File: src/rtl/id_ex_stage.sv
// ID/EX pipeline register with built-in load-use hazard detection; 1-cycle ID->EX latency.
// Backpressure: hold_i freezes all state; a load-use hazard raises stall_o upstream and inserts one bubble.
module id_ex_stage #(
    parameter int DATA_W = 32,
    parameter int REG_AW = 5,
    parameter int CNT_W  = 16
) (
    input  logic              clk_i,
    input  logic              rst_i,
    input  logic              hold_i,
    input  logic              flush_i,
    input  logic              ID_Valid_i,
    input  logic [REG_AW-1:0] ID_RS1_i,
    input  logic [REG_AW-1:0] ID_RS2_i,
    input  logic [REG_AW-1:0] ID_Rd_i,
    input  logic              ID_UsesRS1_i,
    input  logic              ID_UsesRS2_i,
    input  logic [DATA_W-1:0] ID_RS1data_i,
    input  logic [DATA_W-1:0] ID_RS2data_i,
    input  logic [DATA_W-1:0] ID_Imm_i,
    input  logic [9:0]        ID_Funct_i,
    input  logic              ID_RegWrite_i,
    input  logic              ID_MemtoReg_i,
    input  logic              ID_MemRead_i,
    input  logic              ID_MemWrite_i,
    input  logic              ID_ALUSrc_i,
    input  logic [1:0]        ID_ALUOp_i,
    output logic              EX_Valid_o,
    output logic [REG_AW-1:0] EX_RS1_o,
    output logic [REG_AW-1:0] EX_RS2_o,
    output logic [REG_AW-1:0] EX_Rd_o,
    output logic              EX_UsesRS1_o,
    output logic              EX_UsesRS2_o,
    output logic [DATA_W-1:0] EX_RS1data_o,
    output logic [DATA_W-1:0] EX_RS2data_o,
    output logic [DATA_W-1:0] EX_Imm_o,
    output logic [9:0]        EX_Funct_o,
    output logic              EX_RegWrite_o,
    output logic              EX_MemtoReg_o,
    output logic              EX_MemRead_o,
    output logic              EX_MemWrite_o,
    output logic              EX_ALUSrc_o,
    output logic [1:0]        EX_ALUOp_o,
    output logic              stall_o,
    output logic [CNT_W-1:0]  stall_cnt_o
);

    logic              valid_q, valid_d;
    logic [REG_AW-1:0] rs1_q, rs1_d, rs2_q, rs2_d, rd_q, rd_d;
    logic              uses_rs1_q, uses_rs1_d, uses_rs2_q, uses_rs2_d;
    logic [DATA_W-1:0] rs1data_q, rs1data_d, rs2data_q, rs2data_d, imm_q, imm_d;
    logic [9:0]        funct_q, funct_d;
    logic              regwrite_q, regwrite_d, memtoreg_q, memtoreg_d;
    logic              memread_q, memread_d, memwrite_q, memwrite_d, alusrc_q, alusrc_d;
    logic [1:0]        aluop_q, aluop_d;
    logic [CNT_W-1:0]  cnt_q, cnt_d;
    logic              haz;

    // Bubbles carry Rd=0 and MemRead=0, so a bubble in EX can never match here.
    assign haz = valid_q & memread_q & (rd_q != '0) & ID_Valid_i &
                 ((ID_UsesRS1_i & (ID_RS1_i == rd_q)) | (ID_UsesRS2_i & (ID_RS2_i == rd_q)));
    assign stall_o = haz & ~flush_i;

    always_comb begin
        valid_d    = valid_q;
        rs1_d      = rs1_q;
        rs2_d      = rs2_q;
        rd_d       = rd_q;
        uses_rs1_d = uses_rs1_q;
        uses_rs2_d = uses_rs2_q;
        rs1data_d  = rs1data_q;
        rs2data_d  = rs2data_q;
        imm_d      = imm_q;
        funct_d    = funct_q;
        regwrite_d = regwrite_q;
        memtoreg_d = memtoreg_q;
        memread_d  = memread_q;
        memwrite_d = memwrite_q;
        alusrc_d   = alusrc_q;
        aluop_d    = aluop_q;
        cnt_d      = cnt_q;
        if (!hold_i) begin
            if (flush_i || haz) begin
                valid_d    = 1'b0;
                rs1_d      = '0;
                rs2_d      = '0;
                rd_d       = '0;
                uses_rs1_d = 1'b0;
                uses_rs2_d = 1'b0;
                rs1data_d  = '0;
                rs2data_d  = '0;
                imm_d      = '0;
                funct_d    = '0;
                regwrite_d = 1'b0;
                memtoreg_d = 1'b0;
                memread_d  = 1'b0;
                memwrite_d = 1'b0;
                alusrc_d   = 1'b0;
                aluop_d    = '0;
            end else begin
                valid_d    = ID_Valid_i;
                rs1_d      = ID_RS1_i;
                rs2_d      = ID_RS2_i;
                rd_d       = ID_Rd_i;
                uses_rs1_d = ID_UsesRS1_i;
                uses_rs2_d = ID_UsesRS2_i;
                rs1data_d  = ID_RS1data_i;
                rs2data_d  = ID_RS2data_i;
                imm_d      = ID_Imm_i;
                funct_d    = ID_Funct_i;
                regwrite_d = ID_RegWrite_i & ID_Valid_i;
                memtoreg_d = ID_MemtoReg_i & ID_Valid_i;
                memread_d  = ID_MemRead_i & ID_Valid_i;
                memwrite_d = ID_MemWrite_i & ID_Valid_i;
                alusrc_d   = ID_ALUSrc_i & ID_Valid_i;
                aluop_d    = ID_ALUOp_i & {2{ID_Valid_i}};
            end
            if (stall_o && (cnt_q != '1)) begin
                cnt_d = cnt_q + CNT_W'(1);
            end
        end
    end

    always_ff @(posedge clk_i) begin
        if (rst_i) begin
            valid_q    <= 1'b0;
            rs1_q      <= '0;
            rs2_q      <= '0;
            rd_q       <= '0;
            uses_rs1_q <= 1'b0;
            uses_rs2_q <= 1'b0;
            rs1data_q  <= '0;
            rs2data_q  <= '0;
            imm_q      <= '0;
            funct_q    <= '0;
            regwrite_q <= 1'b0;
            memtoreg_q <= 1'b0;
            memread_q  <= 1'b0;
            memwrite_q <= 1'b0;
            alusrc_q   <= 1'b0;
            aluop_q    <= '0;
            cnt_q      <= '0;
        end else begin
            valid_q    <= valid_d;
            rs1_q      <= rs1_d;
            rs2_q      <= rs2_d;
            rd_q       <= rd_d;
            uses_rs1_q <= uses_rs1_d;
            uses_rs2_q <= uses_rs2_d;
            rs1data_q  <= rs1data_d;
            rs2data_q  <= rs2data_d;
            imm_q      <= imm_d;
            funct_q    <= funct_d;
            regwrite_q <= regwrite_d;
            memtoreg_q <= memtoreg_d;
            memread_q  <= memread_d;
            memwrite_q <= memwrite_d;
            alusrc_q   <= alusrc_d;
            aluop_q    <= aluop_d;
            cnt_q      <= cnt_d;
        end
    end

    assign EX_Valid_o    = valid_q;
    assign EX_RS1_o      = rs1_q;
    assign EX_RS2_o      = rs2_q;
    assign EX_Rd_o       = rd_q;
    assign EX_UsesRS1_o  = uses_rs1_q;
    assign EX_UsesRS2_o  = uses_rs2_q;
    assign EX_RS1data_o  = rs1data_q;
    assign EX_RS2data_o  = rs2data_q;
    assign EX_Imm_o      = imm_q;
    assign EX_Funct_o    = funct_q;
    assign EX_RegWrite_o = regwrite_q;
    assign EX_MemtoReg_o = memtoreg_q;
    assign EX_MemRead_o  = memread_q;
    assign EX_MemWrite_o = memwrite_q;
    assign EX_ALUSrc_o   = alusrc_q;
    assign EX_ALUOp_o    = aluop_q;
    assign stall_cnt_o   = cnt_q;

endmodule
File: config.mk
export PLATFORM = sky130hd
export DESIGN_NAME = id_ex_stage
export DESIGN_NICKNAME = d
export VERILOG_FILES = /design/src/rtl/id_ex_stage.sv
export SDC_FILE = /design/constraint.sdc
export NUM_CORES = 1
export LEC_CHECK = 0
export CORE_MARGIN = 5
export CORE_UTILIZATION = 38
export CTS_CLUSTER_SIZE = 20
export DETAILED_ROUTE_END_ITERATION = 6
export HOLD_SLACK_MARGIN = 0.06
export PLACE_DENSITY = 0.79
export SLEW_MARGIN = 20
export SYNTH_ARGS = -nofsm -noshare
export SYNTH_HDL_FRONTEND = slang
export SYNTH_SLANG_ARGS = --single-unit
File: constraint.sdc
create_clock -name clk_i -period 2.55 [get_ports clk_i]
set_input_delay 0.3825 -clock clk_i [delete_from_list [all_inputs] [get_ports clk_i]]
set_output_delay 0.3825 -clock clk_i [all_outputs]
set_load 0.02 [all_outputs]
== Word-level counts from Yosys, hierarchy flattened ==
Index checks and enable logic that the tools add are counted.
Cells by class
  bitwise gates (word level): 16
  reductions and logical operators: 4
  equality and inequality tests: 3
  $add $sub $neg: 1
  multiplexer cells: 16
Operator list (number)
  $mux 32: 3
  $add 16x1->16 const B: 1
  $ne 16x16->1 const B: 1
  $mux 5: 3
  $and 1x1->1: 12
  $eq 5x5->1: 2
  $mux 10: 1
  $mux 1: 8
  $reduce_bool 5->1: 1
  $and 2x2->2: 1
  $mux 2: 1
  $not 1->1: 2
  $reduce_and 2->1: 1
  $logic_and 1x1->1: 1
  $logic_or 1x1->1: 1
  $or 1x1->1: 1
Storage, ports and cells
  output and inout bits: 148
  register bits after elaboration: 147
  word-level logic and storage cells: 57
  input bits: 135

== Longest topological paths before layout ==
  word-level depth: 7
  gate-level depth with buffers: 8
  depth with buffers taken out: 7

== Least setup slack after synthesis ==
No wires, ideal clock.
  kind: register -> register
  from: reg cnt_q[0] (netlist: stall_cnt_o[0])
  to: reg cnt_q[15] (netlist: stall_cnt_o[15])
  data required time: 2.429 ns
  buffers on the path: 0
  arrival time: 2.215 ns
  cell stages (with the launch flop): 8
  library setup time: 0.121 ns
  slack: 0.214 ns
  path through: dfxtp_1 -> ha_1 -> nand3_1 -> nor4_1 -> a2111oi_0 -> nand2_1 -> nor3_1 -> mux2_2
On the way
  longest elaborated chain between the ends: 3
  elaborated cells between the ends (all ways): 4
  classes of those cells: 1 x add/sub; 1 x eq/ne; 2 x reduce/logical
Ends and longest elaborated chain
  from (decl): RTL line 56  | logic [CNT_W-1:0] cnt_q, cnt_d;
  from (signal assigned): RTL line 160  | cnt_q <= cnt_d;
  branches (longest 3 deep; another with $add 16x1->16)
Parallel ways; which one is timed is not known.
A chain may end at the register's enable or synchronous reset.

== Worst setup path in the final report ==
  from: reg rd_q[0] (netlist: EX_Rd_o[0])
  to: out stall_o
On the way
  longest elaborated chain between the ends: 5
  elaborated cells between the ends (all ways): 10
  classes of those cells: 2 x eq/ne; 7 x bitwise; 1 x reduce/logical
Ends and longest elaborated chain
  from (decl): RTL line 49  | logic [REG_AW-1:0] rs1_q, rs1_d, rs2_q, rs2_d, rd_q, rd_d;
  from (signal assigned): RTL line 147  | rd_q <= rd_d;
  $eq 5x5->1 / $reduce_bool 5->1 (equally long branches): RTL line 61, 60
  $and 1x1->1, on equally long branches: RTL line 61, 60
  $or 1x1->1 / $and 1x1->1 (equally long branches): RTL line 61, 60
  $and 1x1->1 *: RTL line 60  | assign haz = valid_q & memread_q & (rd_q != '0) & ID_Valid_i &
  $and 1x1->1 *: RTL line 62  | assign stall_o = haz & ~flush_i;
  to (decl): RTL line 44  | output logic stall_o,
Mark *: on every way between the ends. The rest lies on a longest branch, timed or not.

==> run metrics <==
RePlAce Congestion=roughly 0.87; #FFs+latches synth=approximately 150; Bufs on Longest Clock Path=2; drt first pass iters=4; Static Leak=around 3.3 nW; final wirelength=about 17,000 um; crit-path cells=or4_4 -> o2111ai_4 -> nor2b_1 -> nor2b_1 -> clkbuf_2; Die H=approximately 120 um; reg2reg setup slack=~240 ps; first-pass GRT wire length=roughly 25,000 um; max-slew violations=0; Port Buffers=between 200 and 300; total number of vias=4,509; post-synth cell types=34; Worst Path Max Fanout=4; placed cell area=between 7000 and 8000 sq um; Worst Path Arrival=between 1500 and 2000 ps; instance count on the critical path=5; Worst Setup SP=EX_Rd_o[0]; syn avg cell area=12.0 sq um; initial antenna violation count=0; vias in the first global route=between 4,000 and 5,000; Max-Cap Viols=0; Final min period=~2300 ps; io pins=283; Buf/Inv on CP=1; Mapped Cells=about 410; post-route ant nets=0; Antenna Cells=0; Max-slew headroom=0.599; Inst Count DP=between 800 and 900; Hold Violations, Final=0; peak supply drop=0.395 mV; final setup fails=0; register area=2950 sq um; most frequent CP cell=nor2b_1; yosys warns=0; RR Startpoint=EX_Rd_o[0]; Async S/R FF share, synth=0; Clock Latency Late Sink=between 400 and 500 ps; Setup CP Type=flop to output pin; CTS tree=built; H-tree levels=4; clk slew on worst S/H paths=60 ps; RSZ-0062 raised after global routing=false; Fin Clk Skew=8.29 ps; non-filler cells, final=879; cell area after synthesis=between 4000 and 5000 sq um; CP max stage delay=570 ps; post-synthesis sequential area ratio=0.605; placed wire-length estimate=between 10,000 and 15,000 um; FMAX=between 400 and 500 MHz; Area Overhead vs Synth=78.5%; Site Rows=between 40 and 50; CP delay by family, top=simple AND/OR/NAND/NOR gates; Starting Density=0.387; Iteration-0 DRC Markers=between 200 and 300; CP endpoint=stall_o; Worst R2R Path Depth=8; crit start category=flop; PwrDens=between 600 and 700 nW/um^2; multi-input logic area=roughly 1800 sq um; total global routing overflow=0; die area=approximately 15,000 sq um; Hold Crit Class=flop to flop; final net count=831; syn nets=about 540; pin count of the biggest net entering global routing=74; Final period util=0.920; worst slew pin tran=about 600 ps; Num CTS Buffers=17; status=completed; number of synthesized flops with an enable pin=0; design area=a little under 9000 sq um; Routed WL per cell=about 19 um; share of layout cells above drive strength 1=0.0877; core area=roughly 13,000 sq um; Die Span X=approximately 120 um; reg-to-reg endpoint=EX_Imm_o[18]; CTS sink count=147; CP required=2170 ps; DRC=0; Synth Flop Type=dfxtp_1; all-layer global routing usage=0.218; CP endpoint kind=output pin; crit path max-delay cell type=or4_4; vias per cell=~5; fill cell count=a little over 900; Root Buffer=clkbuf_16
where the power goes:
part,switching (mW),internal [mW],total [mW]
registers,0.0505,2.38,2.43
logic,0.278,0.408,0.686
clock network,0.936,1.86,2.80
total,1.26,4.65,5.91
what timing repair did:
action	4_1_cts	5_1_grt
endpoints found under the setup margin	1	1
buffers inserted	0	0
resized for setup	5	2
hold buffers	0	0
worst min path at each step:
stage                                start          endpoint  slack, ps  cells after the start
after floorplan              ID_Funct_i[0]     EX_Funct_o[0]        520                      1
after global placement       EX_MemtoReg_o     EX_MemtoReg_o        450                      1
after detailed placement   EX_RS1data_o[9]   EX_RS1data_o[9]        450                      1
after CTS                 EX_RS1data_o[31]  EX_RS1data_o[31]        480                      1
after global routing           EX_ALUSrc_o       EX_ALUSrc_o        480                      1
final                          EX_ALUSrc_o       EX_ALUSrc_o        470                      1
cells in the mapped netlist, types with 3 or more instances:
cell / instances / area (sq um)
a22o_1: 124 / 1090
a32o_1: 7 / 70.1
and3_1: 4 / 25.0
buf_2: 13 / 65.1
clkbuf_1: 18 / 67.6
dfxtp_1: 147 / 2940
nand2_1: 9 / 33.8
nand3_1: 12 / 60.1
nand4_1: 3 / 18.8
nor2_1: 17 / 63.8
nor2b_1: 5 / 31.3
xnor2_1: 10 / 87.6
xor2_1: 10 / 87.6
per-stage QoR:
| step | TNS, ps | setup slack (ps) | util | power (mW) | hold slack [ps] |
|---|---|---|---|---|---|
| floorplan | 0 | 214 | - | 2.71 | 515 |
| global placement | -229 | -229 | 0.636 | 3.14 | 449 |
| detailed placement | -235 | -232 | 0.636 | 3.16 | 453 |
| CTS | 0 | 7.04 | 0.691 | 5.96 | 475 |
| global route | 0 | 50.2 | 0.690 | 6.11 | 482 |
| finish | 0 | 203 | 0.690 | 5.91 | 470 |
cell families after synthesis:
kind of cell	count (synthesis)	synth area share
DFF	147	0.605
AOI/OAI and AO/OA	140	0.253
and+or+nand+nor	60	0.0649
buffers and inverters	35	0.0314
xor gates and xnor gates	20	0.0360
muxes	3	0.00669
adders and majority gates	1	0.00257
sequential cells by signal (all words and copies together) (netlist names), 2 cells and up:
name,count
EX_RS2data_o,32
EX_RS2_o,5
EX_RS1data_o,32
stall_cnt_o,16
EX_RS1_o,5
EX_ALUOp_o,2
EX_Imm_o,32
EX_Rd_o,5
EX_Funct_o,10
metal layers:
metal	track usage	wire, um	vias to the layer above
met4	0.0907	548	0
met5	0	0	-
li1	-	-	2115
met1	0.229	6270	2116
met3	0.101	1750	41
met2	0.377	8400	237
layout make-up:
| cell class | count | area share |
|---|---|---|
| Clock inverter | 8 | 0.0198 |
| Clock buffer | 23 | 0.0574 |
| Timing Repair Buffer | 303 | 0.352 |
| Tap cell | 172 | 0.0248 |
| Multi-Input combinational cell | 224 | 0.206 |
| Inverter | 2 | 0.000865 |
| Sequential cell | 147 | 0.339 |
cells in the final DEF (no fill, tap or decap), drive strengths merged, types with 2 or more instances in the layout:
master and count:
nand2 9, nand4 3, nor2 17, buf 21, mux2 2, o21ai 2
xor2 10, a22o 124, nand3b 2, clkdlybuf4s50 281, clkinv 2, dfxtp 147
nor4 2, nor2b 5, and3 4, or3 2, inv 2, xnor2 10
a21oi 2, bufinv 5, nand3 12, clkbuf 24, a32o 7, a2111oi 2
(Power assumes the default switching activity.)
